===== config.mk =====
export PLATFORM = sky130hd
export DESIGN_NAME = rwt_axis_packetizer
export DESIGN_NICKNAME = d
export VERILOG_FILES = /design/src/rtl/rwt_axis_pkg.sv /design/src/rtl/rwt_axis_skid.sv /design/src/rtl/rwt_axis_packetizer.sv
export SDC_FILE = /design/constraint.sdc
export NUM_CORES = 1
export LEC_CHECK = 0
export CAP_MARGIN = 25
export CORE_MARGIN = 2
export CORE_UTILIZATION = 55
export DETAILED_ROUTE_END_ITERATION = 12
export GPL_ROUTABILITY_DRIVEN = 0
export PLACE_DENSITY_LB_ADDON = 0.08
export SYNTH_ARGS = -nofsm -noshare
export SYNTH_HDL_FRONTEND = slang
export SYNTH_HIERARCHICAL = 1
export SYNTH_SLANG_ARGS = --single-unit

===== constraint.sdc =====
create_clock -name clk -period 5.8 [get_ports clk]
set_input_delay 1.16 -clock clk [delete_from_list [all_inputs] [get_ports clk]]
set_output_delay 1.16 -clock clk [all_outputs]
set_load 0.005 [all_outputs]

===== src/rtl/rwt_axis_pkg.sv =====
// Shared types and constants for the AXI-Stream packetizer and its skid buffer.
package rwt_axis_pkg;

    localparam int DEFAULT_LEN_W = 16;

    typedef enum logic [1:0] {
        IDLE  = 2'd0,
        RUN   = 2'd1,
        DRAIN = 2'd2
    } state_t;

endpackage


===== src/rtl/rwt_axis_skid.sv =====
// Two-entry registered skid buffer. The head entry drives the read side directly,
// so everything it presents downstream comes straight from flops.
module rwt_axis_skid #(
    parameter int W = 34
) (
    input  logic         clk,
    input  logic         resetn,
    input  logic         wr_valid,
    output logic         wr_ready,
    input  logic [W-1:0] wr_data,
    output logic         rd_valid,
    input  logic         rd_ready,
    output logic [W-1:0] rd_data,
    output logic         empty
);

    logic         head_valid;
    logic [W-1:0] head_data;
    logic         spare_valid;
    logic [W-1:0] spare_data;
    logic         push;

    // The spare entry can only hold data while the head is also full.
    assign wr_ready = !spare_valid;
    assign push     = wr_valid && wr_ready;
    assign rd_valid = head_valid;
    assign rd_data  = head_data;
    assign empty    = !head_valid;

    always_ff @(posedge clk or negedge resetn) begin
        if (!resetn) begin
            head_valid  <= 1'b0;
            head_data   <= '0;
            spare_valid <= 1'b0;
            spare_data  <= '0;
        end else if (spare_valid) begin
            if (rd_ready) begin
                head_data   <= spare_data;
                spare_valid <= 1'b0;
            end
        end else if (head_valid) begin
            if (rd_ready) begin
                if (push) begin
                    head_data <= wr_data;
                end else begin
                    head_valid <= 1'b0;
                end
            end else if (push) begin
                spare_data  <= wr_data;
                spare_valid <= 1'b1;
            end
        end else if (push) begin
            head_data  <= wr_data;
            head_valid <= 1'b1;
        end
    end

endmodule


===== src/rtl/rwt_axis_packetizer.sv =====
// AXI-Stream packetizer: inserts tlast every len_q samples or on input tlast.
// Define RWT_AXIS_PACKETIZER_STATS_EN to add the pkt_count/trunc_count outputs.
module rwt_axis_packetizer
    import rwt_axis_pkg::*;
#(
    parameter int DWIDTH = 32,
    parameter int UWIDTH = 1,
    parameter int LEN_W  = DEFAULT_LEN_W
) (
    input  logic              clk,
    input  logic              resetn,
    input  logic              enable,
    input  logic [LEN_W-1:0]  pkt_len,
    input  logic              s_axis_tvalid,
    output logic              s_axis_tready,
    input  logic [DWIDTH-1:0] s_axis_tdata,
    input  logic [UWIDTH-1:0] s_axis_tuser,
    input  logic              s_axis_tlast,
    output logic              m_axis_tvalid,
    input  logic              m_axis_tready,
    output logic [DWIDTH-1:0] m_axis_tdata,
    output logic [UWIDTH-1:0] m_axis_tuser,
    output logic              m_axis_tlast,
    output logic              busy
`ifdef RWT_AXIS_PACKETIZER_STATS_EN
    ,
    output logic [31:0]       pkt_count,
    output logic [31:0]       trunc_count
`endif
);

    localparam int PW = DWIDTH + UWIDTH + 1;

    state_t           state;
    state_t           state_nxt;
    logic [LEN_W-1:0] cnt;
    logic [LEN_W-1:0] len_q;
    logic [LEN_W-1:0] len_eff;
    logic             len_hit;
    logic             is_last;
    logic             accept_ok;
    logic             accept;
    logic             skid_wr_ready;
    logic             skid_empty;
    logic [PW-1:0]    skid_rd_data;

    // cnt is zero only at a packet boundary, so the first sample sees pkt_len live.
    assign len_eff   = (cnt == '0) ? pkt_len : len_q;
    assign len_hit   = (len_eff != '0) && (cnt == len_eff - LEN_W'(1));
    assign is_last   = s_axis_tlast || len_hit;
    assign accept_ok = (state == RUN) || ((state == DRAIN) && (cnt != '0));
    assign s_axis_tready = accept_ok && skid_wr_ready;
    assign accept    = s_axis_tvalid && s_axis_tready;
    assign busy      = (state != IDLE);

    always_ff @(posedge clk or negedge resetn) begin
        if (!resetn) begin
            state <= IDLE;
            cnt   <= '0;
            len_q <= '0;
        end else begin
            state <= state_nxt;
            if (accept) begin
                if (cnt == '0) begin
                    len_q <= pkt_len;
                end
                if (is_last) begin
                    cnt <= '0;
                end else if (cnt != '1) begin
                    cnt <= cnt + LEN_W'(1);
                end
            end
        end
    end

    always_comb begin
        state_nxt = state;
        case (state)
            IDLE: begin
                if (enable) begin
                    state_nxt = RUN;
                end
            end
            RUN: begin
                if (!enable) begin
                    state_nxt = ((cnt == '0) && !accept && skid_empty) ? IDLE : DRAIN;
                end
            end
            DRAIN: begin
                if (enable) begin
                    state_nxt = RUN;
                end else if ((cnt == '0) && skid_empty) begin
                    state_nxt = IDLE;
                end
            end
            default: state_nxt = IDLE;
        endcase
    end

    rwt_axis_skid #(
        .W(PW)
    ) u_skid (
        .clk      (clk),
        .resetn   (resetn),
        .wr_valid (accept),
        .wr_ready (skid_wr_ready),
        .wr_data  ({is_last, s_axis_tuser, s_axis_tdata}),
        .rd_valid (m_axis_tvalid),
        .rd_ready (m_axis_tready),
        .rd_data  (skid_rd_data),
        .empty    (skid_empty)
    );

    assign {m_axis_tlast, m_axis_tuser, m_axis_tdata} = skid_rd_data;

`ifdef RWT_AXIS_PACKETIZER_STATS_EN
    // A truncated packet is one closed by input tlast before its programmed length.
    always_ff @(posedge clk or negedge resetn) begin
        if (!resetn) begin
            pkt_count   <= '0;
            trunc_count <= '0;
        end else begin
            if (m_axis_tvalid && m_axis_tready && m_axis_tlast) begin
                pkt_count <= pkt_count + 32'd1;
            end
            if (accept && s_axis_tlast && (len_eff != '0) && !len_hit) begin
                trunc_count <= trunc_count + 32'd1;
            end
        end
    end
`endif

endmodule


### After elaboration in Yosys (flattened, before gate mapping)

Index checks and enable logic that the tools add are counted.

| cells by class | value |
|---|---|
| add/sub/neg operators | 2 |
| equal/unequal tests | 9 |
| muxes and demuxes | 21 |
| bitwise operators | 2 |
| reductions and logical operators | 23 |

Operator list:

| kind | number |
|---|---|
| $mux W34 | 5 |
| $mux W16 | 3 |
| $reduce_bool A16 Y1 | 2 |
| $add A16 B1 Y16 const B | 1 |
| $eq A16 B16 Y1 | 1 |
| $logic_not A16 Y1 | 1 |
| $ne A16 B16 Y1 const B | 1 |
| $sub A16 B1 Y16 const B | 1 |
| $mux W2 | 5 |
| $logic_and A1 B1 Y1 | 8 |
| $ne A2 B2 Y1 const B | 4 |
| $mux W1 | 7 |
| $pmux W2 S3 | 1 |
| $reduce_and A2 Y1 | 2 |
| $reduce_and A4 Y1 | 1 |
| $reduce_bool A2 Y1 | 2 |
| $logic_not A1 Y1 | 3 |
| $ne A3 B2 Y1 const B | 1 |
| $reduce_and A3 Y1 | 1 |
| $eq A2 B1 Y1 const B | 1 |
| $eq A2 B2 Y1 const B | 1 |
| $logic_not A2 Y1 | 1 |
| $logic_or A1 B1 Y1 | 2 |
| $not A1 Y1 | 2 |

| word-level totals | value |
|---|---|
| flip-flop bits (word level) | 104 |
| input port bits | 55 |
| output and inout port bits | 37 |
| word-level logic and storage cells | 64 |

### Longest topological paths before layout

Gate-level depths: netlist (run 1).

| depth | value |
|---|---|
| depth after elaboration | 11 |
| mapped depth | 19 |
| gate-level depth less buffers | 15 |

### By module

Netlist (run 1), hierarchy kept.

By module, submodules not included:

| module | times used | cells each | area each (µm²) |
|---|---|---|---|
| rwt_axis_skid | 1 | 192 | 3201.8 |
| rwt_axis_packetizer | 1 | 306 | 2822.7 |

### Worst setup path after synthesis (run 1)

OpenSTA, ideal clock, no wires.

| path | value |
|---|---|
| kind | register to register |
| from | reg cnt[0] |
| to | reg u_skid.head_data[33] (netlist: u_skid/rd_data[33]) |
| library setup time | 0.064 ns |
| data arrival time | 4.221 ns |
| setup slack | 1.515 ns |
| stages on the path, launching flop included | 20 |
| path buffers | 4 |
| period minus slack after synthesis | 4.285 ns |
| cells stage by stage | dfrtp_1 -> inv_1 -> ha_1 -> nor4b_2 -> and4_1 -> buf_6 -> buf_8 -> buf_6 -> mux2i_1 -> ha_1 -> or4b_2 -> or3_1 -> nand3b_1 -> nand2_1 -> nor4_1 -> nand4_1 -> o31ai_4 -> buf_8 -> mux2_2 -> mux2_2 |

| between the ends | value |
|---|---|
| longest elaborated chain between the ends | 10 |
| elaborated cells on any way between the ends | 17 |
| classes of those cells | add/sub: 1; eq/ne: 1; mux: 5; reduce/logical: 10 |

Ends and longest elaborated chain:

| what | line | RTL |
|---|---|---|
| start, declared | rwt_axis_packetizer.sv:36 | `logic [LEN_W-1:0] cnt;` |
| start signal, assigned | rwt_axis_packetizer.sv:70 | `cnt <= cnt + LEN_W'(1);` |
| $logic_not A16 Y1 | rwt_axis_packetizer.sv:48 | `assign len_eff = (cnt == '0) ? pkt_len : len_q;` |
| $mux W16 | n/a |  |
| $sub A16 B1 Y16 | rwt_axis_packetizer.sv:49 | `assign len_hit = (len_eff != '0) && (cnt == len_eff - LEN_W'(1));` |
| $eq A16 B16 Y1 | rwt_axis_packetizer.sv:49 |  |
| $logic_and A1 B1 Y1 * | rwt_axis_packetizer.sv:49 |  |
| $logic_or A1 B1 Y1 * | rwt_axis_packetizer.sv:50 | `assign is_last = s_axis_tlast \|\| len_hit;` |
| named net is_last | rwt_axis_packetizer.sv:40 | `logic is_last;` |
| $mux W34 * | rwt_axis_skid.sv:43, rwt_axis_skid.sv:52 |  |
| $mux W34 | rwt_axis_skid.sv:42 | `if (rd_ready) begin` |
| $mux W34 * | rwt_axis_skid.sv:41 | `end else if (head_valid) begin` |
| $mux W34 * | rwt_axis_skid.sv:36 | `end else if (spare_valid) begin` |
| end signal, assigned | rwt_axis_skid.sv:38 | `head_data <= spare_data;` |
| end signal, assigned | rwt_axis_skid.sv:44 | `head_data <= wr_data;` |
| end signal, assigned | rwt_axis_skid.sv:53 | `head_data <= wr_data;` |
| end, declared | rwt_axis_skid.sv:18 | `logic [W-1:0] head_data;` |

Mark *: on every way through the listed nets, which the timed path passes. The rest lies on a longest branch. The select of a mux whose other input is x is not followed.
A chain may end at the register's enable or synchronous reset.

### Worst setup path after layout (run 1)

| path | value |
|---|---|
| from | reg cnt[0] |
| to | reg cnt[15] |

| between the ends | value |
|---|---|
| longest elaborated chain between the ends | 8 |
| elaborated cells on any way between the ends | 18 |
| classes of those cells | add/sub: 2; eq/ne: 2; mux: 3; reduce/logical: 11 |

Ends and longest elaborated chain:

| what | line |
|---|---|
| $logic_not A16 Y1 | rwt_axis_packetizer.sv:48 |
| $mux W16 | n/a |
| $sub A16 B1 Y16 | rwt_axis_packetizer.sv:49 |
| $eq A16 B16 Y1 | rwt_axis_packetizer.sv:49 |
| $logic_and A1 B1 Y1 | rwt_axis_packetizer.sv:49 |
| $logic_or A1 B1 Y1 | rwt_axis_packetizer.sv:50 |
| $reduce_bool A2 Y1 (no source line) | n/a |
| $reduce_and A2 Y1 (no source line) | n/a |

Parallel ways exist; a longest one is shown, timed or not. The select of a mux whose other input is x is not followed.

==> flow_summary.yaml, run 1 <==
cts:
  cts.htree.levels: 3
  cts_tree: "yes"
  clk_pin_slew_worst_paths_ns: 0.11
  cts_hold_buf: 0
  clock_latency_ns: 0.39
  post_cts_resize_count: 0
  numCtsBuffers: 9
  cts.sinks: 104
  post_cts_buffers: 0
  cts_buffer_depth: 2
  clockRootBuffer: "clkbuf_8"
finish:
  antenna_cells: 0
  fin_nets: 635
  syn2layout_area_growth_pct: 18.1
  utilization: 0.662
  drive_gt1_frac: 0.285
  design_area_um2: 7110
critical_path:
  worst_setup_path_start_kind: "flop"
  critical_path_class: "flop to flop"
  end_kind: "flop"
  cpPeakStageDelay_ns: 0.46
  cp.required_ns: 6.08
  cp_max_fo: 10
  reg2reg_slack_ns: 1.28
  crit_chain: "inv_1 > ha_1 > nor4b_2 > and4_1 > mux2i_1 > ha_1 > nor4b_2 > a41oi_1 > a311o_1 > a21o_1 > a211oi_1 > nand4_1 > o31ai_4 > buf_4 > a211oi_1"
  cp.arrival_ns: 4.80
  slowest_stage: "nor4b_2"
yosys:
  synth_top_family_by_area: "multiplexers"
  synthCells: 498
  synthArstFlopShare: 1.00
  synthMuxAreaShare: 0.250
  syn-num-nets: 556
  ys_seq_elements: 104
  synth-main-ff-cell: "dfrtp_1"
  synth_top_area_cell: "dfrtp_1"
  ys_seq_area_frac: 0.432
  synth_fa_ha_area_frac: 0.00623
  synth_compound_area_frac: 0.0849
  synth.avg_cell_area_um2: 12.1
  synth-simple-area-share: 0.123
  netlist_area_um2: 6020
  synth_xor_xnor_area_share: 0.0494
  synth.distinct_cells: 65
  synth_top_cell_area_share: 0.432
  synth_edf_count: 0
  yosys_warnings: 6
  synthTopCellsByArea: "dfrtp_1 (43%), mux2_2 (16%), mux2_4 (7.5%)"
placed_design:
  io_buffers: 91
  place_area_um2: 6880
  dp_hpwl_um: 9620
  pre_cts_slack_ns: 1.14
timing:
  rsz0062_at_grt: "false"
  finalHoldViolations: 0
  worstMarginPinSlew_ns: 0.735
  setup_violations: 0
  layout_setup_ws_ns: 1.28
  finalCritPeriodShare: 0.779
  fin_skew_ns: 0.0124
  min_period_ns: 4.52
  slew_headroom: 0.507
  finalMaxSlewViolations: 0
  max_freq_ghz: 0.221
  tns_ns: 0
pwr:
  power.leakage_nw: 2.86
  power.internal_mw: 2.18
  pwr-share-comb: 0.452
  vdd_drop_max_mv: 0.307
  p_per_area_nw_per_um2: 467
  netSwitchingPower_mw: 1.14
  p_sw_frac: 0.345
  clkPwrFrac: 0.159
  seq_power_share: 0.389
outcome:
  outcome: "finished, final reports clean"
floorplanning:
  coreArea_um2: 10700
  fp.dieH_um: 109
  dieArea_um2: 11800
  row_count: 38
  num_io_pins: 92
  fp.dieW_um: 109
  start_util: 0.561
drt:
  wire_per_inst_um: 18.8
  drtIter0Drc: 269
  dr.pass1.iters: 5
  num_vias: 4245
  ant_nets: 0
  viasPerCell: 5.88
  drcViolationCount: 0
  routed_wl_um: 13600
global_route:
  grt_max_degree: 54
  antenna_found_initial: 0
  grt_overflow: 0
  grt_pass1_wl_um: 22200
  grt_pass1_vias: 4473
  grt_usage: 0.244
hold_path:
  min_path_type: "flop to flop"
flow_run:
  drv_cap: 0
## sequential cells by signal (all words and copies together) (netlist names)
name / count
u_skid/spare_data: 34
len_q: 16
state: 2
u_skid/spare_valid: 1
cnt: 16
u_skid/rd_valid: 1
u_skid/rd_data: 34
## logic make-up (layout without fill, tap and decap cells)
| logic type | count (synthesis) | in the layout |
|---|---|---|
| xor+xnor | 34 | 34 |
| compound gates | 69 | 69 |
| flops | 104 | 104 |
| buf+inv | 41 | 125 |
| simple gates | 122 | 122 |
| fa+ha+maj | 3 | 3 |
| mux | 125 | 125 |
## per-layer routing
metal | track usage | vias up | wire length [um]
met5 | 0 | - | 0
met4 | 0.0980 | 0 | 379
met3 | 0.0735 | 28 | 902
met2 | 0.403 | 134 | 6660
met1 | 0.300 | 2101 | 5630
li1 | - | 1982 | -
## final timing paths
| kind | start | endpoint | cells past startpoint |
|---|---|---|---|
| max | cnt[0] | cnt[15] | 15 |
| min | u_skid/spare_data[22] | u_skid/spare_data[22] | 1 |
| max reg2reg | cnt[0] | cnt[15] | 15 |
| min reg2reg | u_skid/spare_data[22] | u_skid/spare_data[22] | 1 |
| max in group asynchronous | resetn | u_skid/spare_data[29] | 2 |
| min in group asynchronous | resetn | u_skid/rd_valid | 1 |
## power by group through the flow
stage	Sequential [mW]	Clock (mW)	Combinational (mW)
after floorplan	1.23	0	1.10
after global placement	1.28	0	1.47
after detailed placement	1.30	0	1.50
after CTS	1.29	0.548	1.51
after global routing	1.34	0.573	1.62
final	1.29	0.528	1.50
## cell usage after synthesis, types with 11 or more instances
cell type / instances
nand4_1: 11
mux2_2: 84
dfrtp_1: 104
buf_2: 12
nand3_1: 12
nor3_1: 11
xnor2_1: 24
mux2_4: 30
a21oi_1: 15
nand2_1: 19
nor2_1: 18
## cell usage in the layout, fill, tap and decap left out, types with 5 or more instances in the layout
cell type | netlist | layout
a21oi_1 | 15 | 15
a21oi_2 | 9 | 9
and3_1 | 5 | 5
buf_4 | 2 | 8
clkbuf_8 | 0 | 9
clkdlybuf4s50_1 | 0 | 90
dfrtp_1 | 104 | 104
inv_1 | 10 | 10
mux2_2 | 84 | 84
mux2_4 | 30 | 30
mux2i_1 | 9 | 9
nand2_1 | 19 | 19
nand2b_1 | 6 | 6
nand3_1 | 12 | 12
nand4_1 | 11 | 11
nor2_1 | 18 | 18
nor3_1 | 11 | 11
nor4_1 | 10 | 10
o21ai_0 | 8 | 8
xnor2_1 | 24 | 24
xor2_1 | 10 | 10
## through the flow
| stage | hold WS [ns] | cells | total power [mW] |
|---|---|---|---|
| floorplan | 0.450 | 498 | 2.33 |
| global placement | 0.462 | 706 | 2.75 |
| detailed placement | 0.469 | 706 | 2.79 |
| CTS | 0.494 | 722 | 3.34 |
| global route | 0.510 | 722 | 3.53 |
| finish | 0.490 | 722 | 3.32 |
## critical path, delay by kind of cell (launching register included)
family / cells / cell delay [ns]
simple gates: 4 / 1.30
fa+ha+maj: 2 / 0.45
buf+inv: 2 / 0.40
flops: 1 / 0.45
mux: 1 / 0.27
compound gates: 6 / 1.51
## final cells by class
class	instances	area, um^2
clock buffers	9	124
repair buffers	98	961
fillers	874	3630
flip-flops and latches	104	2600
well taps	140	175
clock inverters	7	113
multi-input cells	353	3100
inverters	11	41.3
Power figures use the tool's default switching activity.
==> inputs of run 2 (changes only) <==
- clock period: 5.8 -> 4.3 ns (I/O delays scaled with it)
==> flow_summary.yaml, run 2 (same netlist as run 1, synthesis figures left out) <==
critical_path:
  r2r-end: "u_skid/rd_data[33]"
  reg2reg_slack_ns: 0.22
  worst_setup_path_start_kind: "flop"
  r2r-start: "cnt[11]"
  ff2ff_path_depth: 14
  critical_path_class: "flop to flop"
  cp_max_fo: 7
  cp.arrival_ns: 4.41
  end_kind: "flop"
  cp.required_ns: 4.63
placed_design:
  dp_hpwl_um: 9780
  io_buffers: 91
  pre_cts_slack_ns: 0.132
  place_area_um2: 7010
finish:
  design_area_um2: 7300
  drive_gt1_frac: 0.317
  fill_cells: 868
  register_area_um2: 2600
  utilization: 0.679
  final_cell_mix: "dfrtp_1 (104), clkdlybuf4s50_1 (90), mux2_2 (83)"
  final_common_cell: "dfrtp_1"
  syn2layout_area_growth_pct: 21.1
  multiInputGateArea_um2: 3170
  fin_nets: 653
  antenna_cells: 0
cts:
  cts.sinks: 104
  cts.htree.levels: 3
  numCtsBuffers: 9
  clock_latency_ns: 0.38
  cts_tree: "yes"
  cts_hold_buf: 0
  cts_buffer_depth: 2
  clk_pin_slew_worst_paths_ns: 0.10
  clockRootBuffer: "clkbuf_8"
floorplanning:
  start_util: 0.561
  fp.dieW_um: 109
  coreArea_um2: 10700
  num_io_pins: 92
  row_count: 38
  fp.dieH_um: 109
  dieArea_um2: 11800
pwr:
  seq_power_share: 0.387
  pwr-share-comb: 0.485
  power.leakage_nw: 2.96
  total_power_mw: 4.50
  netSwitchingPower_mw: 1.58
  p_sw_frac: 0.351
  clkPwrFrac: 0.128
  vdd_drop_max_mv: 0.376
  p_per_area_nw_per_um2: 617
  power.internal_mw: 2.92
outcome:
  outcome: "finished, final reports clean"
flow_run:
  drv_cap: 0
timing:
  setup_violations: 0
  finalHoldViolations: 0
  max_freq_ghz: 0.245
  slew_headroom: 0.463
  rsz0062_at_grt: "false"
  finalMaxSlewViolations: 0
  fin_skew_ns: 0.00924
  worstMarginPinSlew_ns: 0.798
  finalCritPeriodShare: 0.949
  min_period_ns: 4.08
  layout_setup_ws_ns: 0.221
  tns_ns: 0
drt:
  dr.pass1.iters: 4
  routed_wl_um: 13700
  drtIter0Drc: 310
  wire_per_inst_um: 18.5
  num_vias: 4296
  drcViolationCount: 0
  ant_nets: 0
  viasPerCell: 5.81
global_route:
  grt_overflow: 0
  grt_pass1_wl_um: 23000
  grt_usage: 0.250
  antenna_found_initial: 0
  grt_max_degree: 49
  grt_pass1_vias: 4578
hold_path:
  min_path_type: "input pin to async pin"
==> run 2: cell count changes in the layout (fill, tap and decap cells not counted), moves of 2 or more <==
cell       previous run  this run
buf_12                0         2
buf_4                 8        22
buf_6                 0         2
bufinv_16             2         0
clkinv_2              0         2
mux2i_1               9         7
nor4_1               10         8
nor4b_4               0         2
==> run 2: final cells by class <==
type | instances | share of cell area
sequential | 104 | 0.357
multi-input combinational | 353 | 0.434
timing repair buffer | 116 | 0.155
inverter | 11 | 0.00566
tap | 140 | 0.0240
clock buffer | 11 | 0.0194
clock inverter | 5 | 0.00531
==> run 2: power by group through the flow <==
stage | combinational (mW) | clock (mW) | sequential, mW
after CTS | 2.10 | 0.601 | 1.73
after global routing | 2.37 | 0.631 | 1.80
final | 2.18 | 0.578 | 1.74
after detailed placement | 2.09 | 0 | 1.75
after global placement | 2.05 | 0 | 1.72
after floorplan | 1.48 | 0 | 1.65
==> run 2: how the worst max path moves through the flow <==
stage,slack (ns),from,depth (start not counted),end
2_1_floorplan,0.01,cnt[0],19,u_skid/rd_data[33]
3_3_place_gp,0.16,pkt_len[0],14,cnt[0]
3_5_place_dp,0.13,pkt_len[0],14,cnt[11]
4_1_cts,0.1,cnt[1],17,cnt[11]
5_1_grt,0.01,cnt[0],15,u_skid/rd_data[33]
6_report,0.22,cnt[11],14,u_skid/rd_data[33]
==> run 2: what timing repair did <==
item,4_1_cts,5_1_grt
setup buffers,0,3
gates resized for setup,0,17
endpoints found under the setup margin,0,18
==> run 2: per-layer routing <==
| metal | track usage | up-vias | wire length [um] |
|---|---|---|---|
| met3 | 0.0723 | 30 | 788 |
| met2 | 0.413 | 125 | 6750 |
| met5 | 0 | - | 0 |
| li1 | - | 2021 | - |
| met4 | 0.0879 | 0 | 359 |
| met1 | 0.315 | 2120 | 5830 |
==> run 2: metrics by stage <==
| stage | hold WS (ns) | cells |
|---|---|---|
| 2_1_floorplan | 0.450 | 498 |
| 3_3_place_gp | 0.462 | 720 |
| 3_5_place_dp | 0.480 | 720 |
| 4_1_cts | 0.482 | 736 |
| 5_1_grt | 0.514 | 740 |
| 6_report | 0.482 | 740 |
==> run 2: worst max-delay path, stage by stage (launching register included) <==
cell and delay, ns:
dfrtp_1 0.50, nor4_4 0.39, and4_4 0.33, mux2i_2 0.24, ha_2 0.22, buf_4 0.13
nor4b_4 0.25, a41oi_1 0.18, a311o_1 0.39, a21o_1 0.19, a211oi_1 0.23, nand4_1 0.18
o31ai_4 0.44, mux2_4 0.22, mux2_2 0.13
==> inputs of run 3 (changes only) <==
- CORE_UTILIZATION: 55 -> 54
- SYNTH_HIERARCHICAL: 1 -> default
==> flow_summary.yaml, run 3 <==
timing:
  min_period_ns: 4.10
  slew_headroom: 0.364
  max_freq_ghz: 0.244
  finalCritPeriodShare: 0.954
  finalMaxSlewViolations: 0
  finalHoldViolations: 0
  worstMarginPinSlew_ns: 0.930
  setup_violations: 0
  fin_skew_ns: 0.00475
  hold_ws_ns: 0.471
floorplanning:
  fp.dieH_um: 108
  start_util: 0.547
  dieArea_um2: 11700
  num_io_pins: 92
  row_count: 38
  fp.dieW_um: 108
  coreArea_um2: 10700
finish:
  utilization: 0.682
  final_common_cell: "dfrtp_1"
  final_cell_mix: "dfrtp_1 (103), clkdlybuf4s50_1 (90), nand2_1 (54)"
  drive_gt1_frac: 0.186
  antenna_cells: 0
  syn2layout_area_growth_pct: 24.6
  stdcell_count: 808
  fin_nets: 722
critical_path:
  slowest_stage: "a2111o_1"
  crit_path_frequent_cell: "xnor2_1"
  cpPeakStageDelay_ns: 0.44
  end_kind: "flop"
  crit_chain: "inv_1 > ha_1 > nor4b_4 > and4_4 > mux2i_4 > ha_4 > or3b_4 > nor4_2 > xnor2_1 > a21oi_2 > xnor2_1 > a2111o_1 > nor4_4 > buf_4 > nor4_1"
  cp.arrival_ns: 4.35
  cp_max_fo: 6
  critical_path_class: "flop to flop"
  worst_setup_path_start_kind: "flop"
  cp.required_ns: 4.55
pwr:
  clkPwrFrac: 0.143
  p_per_area_nw_per_um2: 626
  power.leakage_nw: 2.93
  seq_power_share: 0.373
  vdd_drop_max_mv: 0.377
  pwr-share-comb: 0.485
  p_sw_frac: 0.376
  power.internal_mw: 2.85
  netSwitchingPower_mw: 1.72
drt:
  ant_nets: 0
  viasPerCell: 6.12
  drtIter0Drc: 304
  dr.pass1.iters: 5
  drcViolationCount: 0
  routed_wl_um: 15000
  wire_per_inst_um: 18.6
  num_vias: 4942
yosys:
  synth_compound_area_frac: 0.113
  synthMuxAreaShare: 0.182
  syn-num-nets: 626
  synth.avg_cell_area_um2: 10.3
  synth-main-ff-cell: "dfrtp_1"
  ys_seq_area_frac: 0.444
  synth_fa_ha_area_frac: 0.00641
  synthCells: 568
  synthTopCellsByArea: "dfrtp_1 (44%), mux2_2 (9.8%), mux2i_1 (8.4%)"
  synth-simple-area-share: 0.190
  synth.distinct_cells: 67
  netlist_top_cells_count: "dfrtp_1 (104), nand2_1 (54), mux2_2 (51), mux2i_1 (49), o21ai_0 (49)"
  synth_edf_count: 0
  synth_xor_xnor_area_share: 0.0299
  synth_top_area_cell: "dfrtp_1"
  yosysMostFrequentCell: "dfrtp_1"
  ys_seq_elements: 104
  netlist_area_um2: 5860
  yosys_warnings: 0
  synth_top_cell_area_share: 0.444
  synth_top_family_by_area: "simple AND/OR/NAND/NOR gates"
  synthArstFlopShare: 1.00
global_route:
  antenna_found_initial: 0
  grt_max_degree: 50
  grt_usage: 0.272
  grt_pass1_vias: 5052
  grt_pass1_wl_um: 24500
  grt_overflow: 0
hold_path:
  min_path_type: "input pin to async pin"
flow_run:
  drv_cap: 0
cts:
  cts_hold_buf: 0
  clock_latency_ns: 0.38
  clockRootBuffer: "clkbuf_8"
  cts_tree: "yes"
  clk_pin_slew_worst_paths_ns: 0.10
  cts.sinks: 104
  numCtsBuffers: 9
  cts_buffer_depth: 2
  cts.htree.levels: 3
placed_design:
  io_buffers: 91
  dp_hpwl_um: 10800
  placedCellCount: 788
outcome:
  outcome: "finished, final reports clean"
-- run 3: changes by cell type in the layout (fill, tap and decap cells not counted), sizes merged, moves of 9 or more --
cell   delta
o21ai    +41
a21oi    -11
nand2    +35
nor4     +16
xnor2     -9
mux2     -65
mux2i    +40
-- run 3: what timing repair did --
action / in CTS / in global routing
setup endpoints to repair: 2 / 18
setup buffers: 2 / 2
resized for setup: 1 / 20
cloned: 0 / 1
pin swaps: 0 / 4
-- run 3: cell families after synthesis --
family                   Yosys count
adder cells (fa/ha/maj)            3
AND/OR/NAND/NOR                  192
flip-flops                       104
multiplexers                     100
AO/OA/AOI/OAI                    105
XOR/XNOR                          20
buffers and inverters             44
-- run 3: cell type report --
class / count / area [um^2]
fill: 885 / 3400
multi-input combinational: 420 / 3150
sequential: 104 / 2600
timing repair buffer: 119 / 1120
tap: 140 / 175
clock buffer: 11 / 151
clock inverter: 4 / 58.8
inverter: 10 / 37.5
-- run 3: worst paths after layout --
check / startpoint / endpoint / cells past startpoint / slack, ns
max: cnt[1] / cnt[4] / 15 / 0.20
min reg2reg: state[0] / state[0] / 1 / 0.49
max in group asynchronous: resetn / u_skid.spare_valid / 2 / 2.96
min: resetn / len_q[15] / 1 / 0.47
min in group clk: state[0] / state[0] / 1 / 0.49
max reg2reg: cnt[1] / cnt[4] / 15 / 0.20
-- run 3: power by group through the flow --
stage	combinational, mW	clock [mW]	sequential (mW)
2_1_floorplan	1.32	0	1.65
3_3_place_gp	2.04	0	1.69
6_report	2.22	0.652	1.70
3_5_place_dp	2.07	0	1.71
4_1_cts	2.10	0.676	1.70
5_1_grt	2.42	0.705	1.76
-- run 3: critical path: cells and delay by family (launching register included) --
kind                       cells  cell delay [ns]
muxes                          1             0.26
DFF                            1             0.43
buffers and inverters          2             0.33
adders and majority gates      2             0.37
xor gates and xnor gates       2             0.34
AOI/OAI and AO/OA              2             0.54
and+or+nand+nor                6             1.70
-- run 3: stage by stage --
stage / setup WS [ns] / total power [mW] / instance area [um^2] / setup TNS, ns
finish: 0.197 / 4.57 / 7300 / 0
global route: -0.00126 / 4.88 / 7300 / -0.00126
CTS: 0.0294 / 4.48 / 7200 / 0
detailed placement: -0.0193 / 3.79 / 6970 / -0.0280
global placement: 0.121 / 3.73 / 6970 / 0
floorplan: 0.171 / 2.97 / 5860 / 0
-- run 3: layer usage --
layer | track usage | share of wire
met5 | 0 | 0
met4 | 0.133 | 0.043
met3 | 0.0844 | 0.086
met2 | 0.434 | 0.46
met1 | 0.335 | 0.41
